==> src/rtl/lcd_hex_display.sv <==
// lcd_hex_display
//
// Shows a 32-bit debug word as eight uppercase hex digits on line 1 of an
// HD44780-compatible 16x2 character LCD. Handles the power-up delay, the
// controller initialisation (0x38, 0x0C, 0x01, 0x06), per-byte enable
// strobing and the command/clear wait times. Only values that differ from
// what is already on screen trigger a refresh.
//
// Optional feature: define LCD_PREFIX_EN to write "0x" in front of the
// digits on every refresh (10 characters instead of 8).
//
// Ports:
//   clk_in      system clock, all logic on the rising edge
//   reset       synchronous, active-high
//   write_en    request to display write_data (sampled every cycle)
//   write_data  32-bit value to display
//   busy        high while powering up, initialising or refreshing
//   lcd_data    LCD data bus
//   lcd_rw      tied low (write only)
//   lcd_en      LCD enable strobe
//   lcd_rs      0 = command, 1 = character
//   lcd_on      tied high
//   lcd_blon    tied high
//
// state      | meaning
// -----------+-----------------------------------------------------------
// ST_POWERUP | idle delay after reset, lcd_en held low
// ST_INIT    | sending the four initialisation commands
// ST_IDLE    | waiting for a new value to show
// ST_REFRESH | sending 0x80 followed by the characters
//
// phase      | meaning (per byte, used in ST_INIT and ST_REFRESH)
// -----------+-----------------------------------------------------------
// PH_SETUP   | one cycle with rs/data driven, lcd_en low
// PH_PULSE   | lcd_en high for EN_PULSE_CYC cycles
// PH_WAIT    | lcd_en low for CMD_WAIT_CYC (CLEAR_WAIT_CYC after 0x01)

module lcd_hex_display #(
    parameter int POWERUP_CYC    = 1000000,
    parameter int EN_PULSE_CYC   = 16,
    parameter int CMD_WAIT_CYC   = 2500,
    parameter int CLEAR_WAIT_CYC = 100000
) (
    input  logic        clk_in,
    input  logic        reset,
    input  logic        write_en,
    input  logic [31:0] write_data,
    output logic        busy,
    output logic [7:0]  lcd_data,
    output logic        lcd_rw,
    output logic        lcd_en,
    output logic        lcd_rs,
    output logic        lcd_on,
    output logic        lcd_blon
);

    localparam int MAX_A   = (POWERUP_CYC > CLEAR_WAIT_CYC) ? POWERUP_CYC : CLEAR_WAIT_CYC;
    localparam int MAX_B   = (EN_PULSE_CYC > CMD_WAIT_CYC) ? EN_PULSE_CYC : CMD_WAIT_CYC;
    localparam int MAX_CYC = (MAX_A > MAX_B) ? MAX_A : MAX_B;
    // Down-counters are loaded with N-1, so they never need to hold MAX_CYC.
    localparam int TMR_W   = (MAX_CYC > 2) ? $clog2(MAX_CYC) : 1;

    localparam logic [TMR_W-1:0] T_POWERUP = TMR_W'(POWERUP_CYC - 1);
    localparam logic [TMR_W-1:0] T_PULSE   = TMR_W'(EN_PULSE_CYC - 1);
    localparam logic [TMR_W-1:0] T_CMD     = TMR_W'(CMD_WAIT_CYC - 1);
    localparam logic [TMR_W-1:0] T_CLEAR   = TMR_W'(CLEAR_WAIT_CYC - 1);

`ifdef LCD_PREFIX_EN
    localparam int REF_BYTES = 11;
`else
    localparam int REF_BYTES = 9;
`endif
    localparam logic [3:0] LAST_INIT = 4'd3;
    localparam logic [3:0] LAST_REF  = 4'(REF_BYTES - 1);

    typedef enum logic [1:0] {ST_POWERUP, ST_INIT, ST_IDLE, ST_REFRESH} state_t;
    typedef enum logic [1:0] {PH_SETUP, PH_PULSE, PH_WAIT} phase_t;

    state_t           state;
    phase_t           phase;
    logic [TMR_W-1:0] timer;
    logic [3:0]       byte_idx;
    logic             pending;
    logic [31:0]      pend_val;
    logic             shown_valid;
    logic [31:0]      shown_val;

    logic [3:0]       next_idx;
    logic [7:0]       next_byte;
    logic             last_byte;

    assign lcd_rw   = 1'b0;
    assign lcd_on   = 1'b1;
    assign lcd_blon = 1'b1;

    function automatic logic [7:0] hex_ascii(input logic [3:0] n);
        return (n < 4'd10) ? (8'h30 + {4'h0, n}) : (8'h37 + {4'h0, n});
    endfunction

    function automatic logic [7:0] init_byte(input logic [3:0] idx);
        case (idx)
            4'd0:    return 8'h38;
            4'd1:    return 8'h0C;
            4'd2:    return 8'h01;
            default: return 8'h06;
        endcase
    endfunction

    // Byte idx of a refresh: 0x80, optional "0x", then digits MSB nibble first.
    function automatic logic [7:0] refresh_byte(input logic [3:0] idx, input logic [31:0] val);
        logic [3:0]  digit;
        logic [31:0] sh;
`ifdef LCD_PREFIX_EN
        digit = idx - 4'd3;
`else
        digit = idx - 4'd1;
`endif
        sh = val << {digit, 2'b00};
        if (idx == 4'd0)
            return 8'h80;
`ifdef LCD_PREFIX_EN
        if (idx == 4'd1)
            return 8'h30;
        if (idx == 4'd2)
            return 8'h78;
`endif
        return hex_ascii(sh[31:28]);
    endfunction

    always_comb begin
        next_idx  = byte_idx + 4'd1;
        next_byte = (state == ST_INIT) ? init_byte(next_idx) : refresh_byte(next_idx, shown_val);
        last_byte = (state == ST_INIT) ? (byte_idx == LAST_INIT) : (byte_idx == LAST_REF);
    end

    always_ff @(posedge clk_in) begin
        if (reset) begin
            state       <= ST_POWERUP;
            phase       <= PH_SETUP;
            timer       <= T_POWERUP;
            byte_idx    <= 4'd0;
            pending     <= 1'b0;
            pend_val    <= 32'h0;
            shown_valid <= 1'b0;
            shown_val   <= 32'h0;
            lcd_data    <= 8'h00;
            lcd_en      <= 1'b0;
            lcd_rs      <= 1'b0;
            busy        <= 1'b1;
        end else begin
            case (state)
                ST_POWERUP: begin
                    if (timer == '0) begin
                        state    <= ST_INIT;
                        phase    <= PH_SETUP;
                        byte_idx <= 4'd0;
                        lcd_rs   <= 1'b0;
                        lcd_data <= init_byte(4'd0);
                    end else begin
                        timer <= timer - 1'b1;
                    end
                end

                ST_INIT, ST_REFRESH: begin
                    case (phase)
                        PH_SETUP: begin
                            lcd_en <= 1'b1;
                            timer  <= T_PULSE;
                            phase  <= PH_PULSE;
                        end
                        PH_PULSE: begin
                            if (timer == '0) begin
                                lcd_en <= 1'b0;
                                phase  <= PH_WAIT;
                                // The clear command needs the long wait.
                                timer  <= (!lcd_rs && lcd_data == 8'h01) ? T_CLEAR : T_CMD;
                            end else begin
                                timer <= timer - 1'b1;
                            end
                        end
                        PH_WAIT: begin
                            if (timer != '0) begin
                                timer <= timer - 1'b1;
                            end else if (last_byte) begin
                                state <= ST_IDLE;
                                busy  <= 1'b0;
                            end else begin
                                byte_idx <= next_idx;
                                phase    <= PH_SETUP;
                                lcd_rs   <= (state == ST_REFRESH);
                                lcd_data <= next_byte;
                            end
                        end
                        default: phase <= PH_SETUP;
                    endcase
                end

                ST_IDLE: begin
                    if (pending) begin
                        pending <= 1'b0;
                        if (!shown_valid || pend_val != shown_val) begin
                            shown_val   <= pend_val;
                            shown_valid <= 1'b1;
                            busy        <= 1'b1;
                            state       <= ST_REFRESH;
                            phase       <= PH_SETUP;
                            byte_idx    <= 4'd0;
                            lcd_rs      <= 1'b0;
                            lcd_data    <= 8'h80;
                        end
                    end
                end

                default: state <= ST_POWERUP;
            endcase

            // Capture comes last so a write in the accepting cycle is kept.
            if (write_en) begin
                pending  <= 1'b1;
                pend_val <= write_data;
            end
        end
    end

endmodule
==> config.mk <==
export PLATFORM = sky130hd
export DESIGN_NAME = lcd_hex_display
export DESIGN_NICKNAME = d
export VERILOG_FILES = /design/src/rtl/lcd_hex_display.sv
export SDC_FILE = /design/constraint.sdc
export NUM_CORES = 1
export LEC_CHECK = 0
export CAP_MARGIN = 20
export CORE_UTILIZATION = 40
export CTS_CLUSTER_SIZE = 12
export DETAILED_ROUTE_END_ITERATION = 8
export GPL_ROUTABILITY_DRIVEN = 0
export GPL_TIMING_DRIVEN = 1
export PLACE_DENSITY = 0.7
export SLEW_MARGIN = 0
export SYNTH_ARGS = -nofsm -noshare
export SYNTH_HDL_FRONTEND = slang
export SYNTH_SLANG_ARGS = --single-unit
==> constraint.sdc <==
create_clock -name clk_in -period 4.7 [get_ports clk_in]
set_input_delay 0.47 -clock clk_in [delete_from_list [all_inputs] [get_ports clk_in]]
set_output_delay 0.47 -clock clk_in [all_outputs]
set_load 0.03 [all_outputs]
==> out/metrics.cfg <==
[sta]
tns_ns = 0
setup-violations-final = 0
slew_headroom_pct = 35.6
hold_viol = 0
clock_skew_ns = 0.0107
final-max-slew-violation-count = 0
post-route-min-period_ns = 3.17
rsz0062_at_grt = false
worst_slack_ns = 1.53
finalCritPeriodShare_pct = 67.4
tightestPinTransition_ns = 0.966
max_freq_ghz = 0.316

[global_routing]
grt_usage_pct = 19.8
grt_overflow = 0
antenna_found_initial = 0
grt_pass1_wl_um = 22900
grt_max_degree = 109
first_global_vias = 4552

[synthesis]
syn_inst = 665
synth_edf_count = 0
async_reset_ff_share_pct = 0
synth_area_um2 = 5630
yosys.area.top_type_share_pct = 37.3
yosysUniqueCellTypes = 74
syn_avg_cell_area_um2 = 8.47
synth_area_leader_cell = dfxtp_1
ys_ff_latch = 105
ys.flop_type = dfxtp_1
synthTopCellsByArea = dfxtp_1 (37%), mux2i_1 (7.1%), a21oi_1 (5.4%)
ys_warn_count = 0
yosysSeqAreaShare_pct = 37.3

[final_layout]
instances_no_fill = 865
drive_above_1_share_pct = 7.88
final_cell_mix = dfxtp_1 (105), nor2_1 (78), nand2_1 (68)
final_nets = 724
area_growth_pct = 14.3
final_common_cell = dfxtp_1
diodes = 0

[drt]
drt_wl_total_um = 13700
vias = 4810
postRouteAntennaNets = 0
drt-vias-per-instance = 5.56
dr.pass1.iters = 5
detail_route.wl_per_cell_um = 15.8
drt-initial-drc-count = 339
drc_errors = 0

[power]
internal-power_w = 0.00140
leakage_nw = 2.33
p_per_area_nw_per_um2 = 285
power.net_switching_w = 0.000441
clkPwrFrac_pct = 42.6
swShare_pct = 24.0
power_frac_seq_pct = 50.7
p_comb_share_pct = 6.7
ir_drop_v = 0.000244

[critical_path]
crit_type = flop to flop
cp.arrival_ns = 3.39
end_kind = flop
startpoint = byte_idx[0]
r2r-start = byte_idx[0]
critPathLaunchType = flop
critical_path_required_ns = 4.92
critPathMaxFanout = 19

[floorplanning]
num_rows = 43
die_h_um = 121
ios = 49
die_w_um = 121
coreArea_um2 = 13800
dieArea_um2 = 14600
initial_core_util_pct = 40.7

[clock_tree]
cts.path.max_buffers = 2
clk_pin_slew_ns = 0.07
cts-root-buf = clkbuf_16
post_cts_resized = 0
cts_tree = yes
clock_sinks = 105
h-tree-depth = 3
cts_hold_buf = 0
cts_setup_buffers = 0
clock_latency_ns = 0.36
cts_buffers = 9

[place]
dp_hpwl_um = 9510
dp_slack_ns = 1.47
dp.cells = 848
portBuffers = 45

[hold_path]
hp-class = input port to flop
min_from = reset

[status]
status = completed

[flow_run]
cap_violations = 0

==> final cells by class <==
| type | count | area, um^2 |
|---|---|---|
| fillers | 1300 | 7380 |
| repair buffers | 48 | 485 |
| inverters | 15 | 56.3 |
| clock buffers | 10 | 229 |
| well taps | 180 | 225 |
| multi-input cells | 501 | 3270 |
| flip-flops and latches | 105 | 2100 |
| clock inverters | 6 | 72.6 |
==> registers in the layout, summed over array words and instances, names as in the netlist <==
register	count
shown_valid	1
lcd_en	1
phase	2
pend_val	32
state	2
shown_val	32
pending	1
busy	1
lcd_rs	1
byte_idx	4
timer	20
lcd_data	8
==> synth_stat cells (6+ instances only) <==
cell,number
mux2i_1,40
nor3_1,20
clkbuf_1,29
a31oi_1,11
a211oi_1,6
o21ai_0,52
buf_2,8
nor2_1,79
nand3_1,9
dfxtp_1,105
inv_1,15
mux4_2,8
ha_1,9
a21oi_1,61
nand2b_1,7
nand4_1,9
xnor2_1,32
nand2_1,68
==> metal layers <==
metal / up-vias / share of wire, % / track usage (%) / wire, um
met5: - / 0 / 0 / 0
met2: 131 / 48 / 32.8 / 6500
met4: 0 / 1.6 / 6.48 / 225
met1: 2273 / 46 / 25.3 / 6270
met3: 18 / 4.9 / 4.72 / 665
li1: 2388 / - / - / -
==> power groups by stage <==
stage          clock [W]  sequential (W)  combinational, W
3_5_place_dp           0        0.000953          0.000122
5_1_grt         0.000823        0.000934          0.000136
4_1_cts         0.000792        0.000932          0.000122
3_3_place_gp           0        0.000951          0.000118
2_1_floorplan          0        0.000947         0.0000797
6_report        0.000783        0.000932          0.000124
==> final timing paths <==
| kind | endpoint | slack (ns) | cells after the start |
|---|---|---|---|
| max | lcd_data[1] | 1.53 | 8 |
| min | timer[12] | 0.44 | 2 |
| max reg2reg | lcd_data[1] | 1.53 | 8 |
| min reg2reg | timer[14] | 0.46 | 2 |
==> critical path: stages (launching register included) <==
cell      delay (ns)
dfxtp_1         0.74
inv_1           0.14
ha_1            0.66
mux4_2          0.59
nor2_1          0.20
o22ai_1         0.15
and4b_1         0.23
a211oi_1        0.21
a211oi_1        0.10
==> per-stage QoR <==
stage | utilization, % | power [W] | area, um^2 | hold slack (ns)
2_1_floorplan | - | 0.00103 | 5640 | 0.432
3_3_place_gp | 44.2 | 0.00107 | 6110 | 0.440
3_5_place_dp | 44.2 | 0.00107 | 6110 | 0.461
4_1_cts | 46.4 | 0.00185 | 6410 | 0.470
5_1_grt | 46.6 | 0.00189 | 6440 | 0.461
6_report | 46.6 | 0.00184 | 6440 | 0.438
==> cells by family after synthesis <==
logic type | synth area share, %
other | 0.133
adder cells (fa/ha/maj) | 2.00
AO/OA/AOI/OAI | 19.7
AND/OR/NAND/NOR | 20.1
multiplexers | 10.3
XOR/XNOR | 5.73
flip-flops | 37.3
buffers and inverters | 4.73
(Power assumes the default switching activity.)
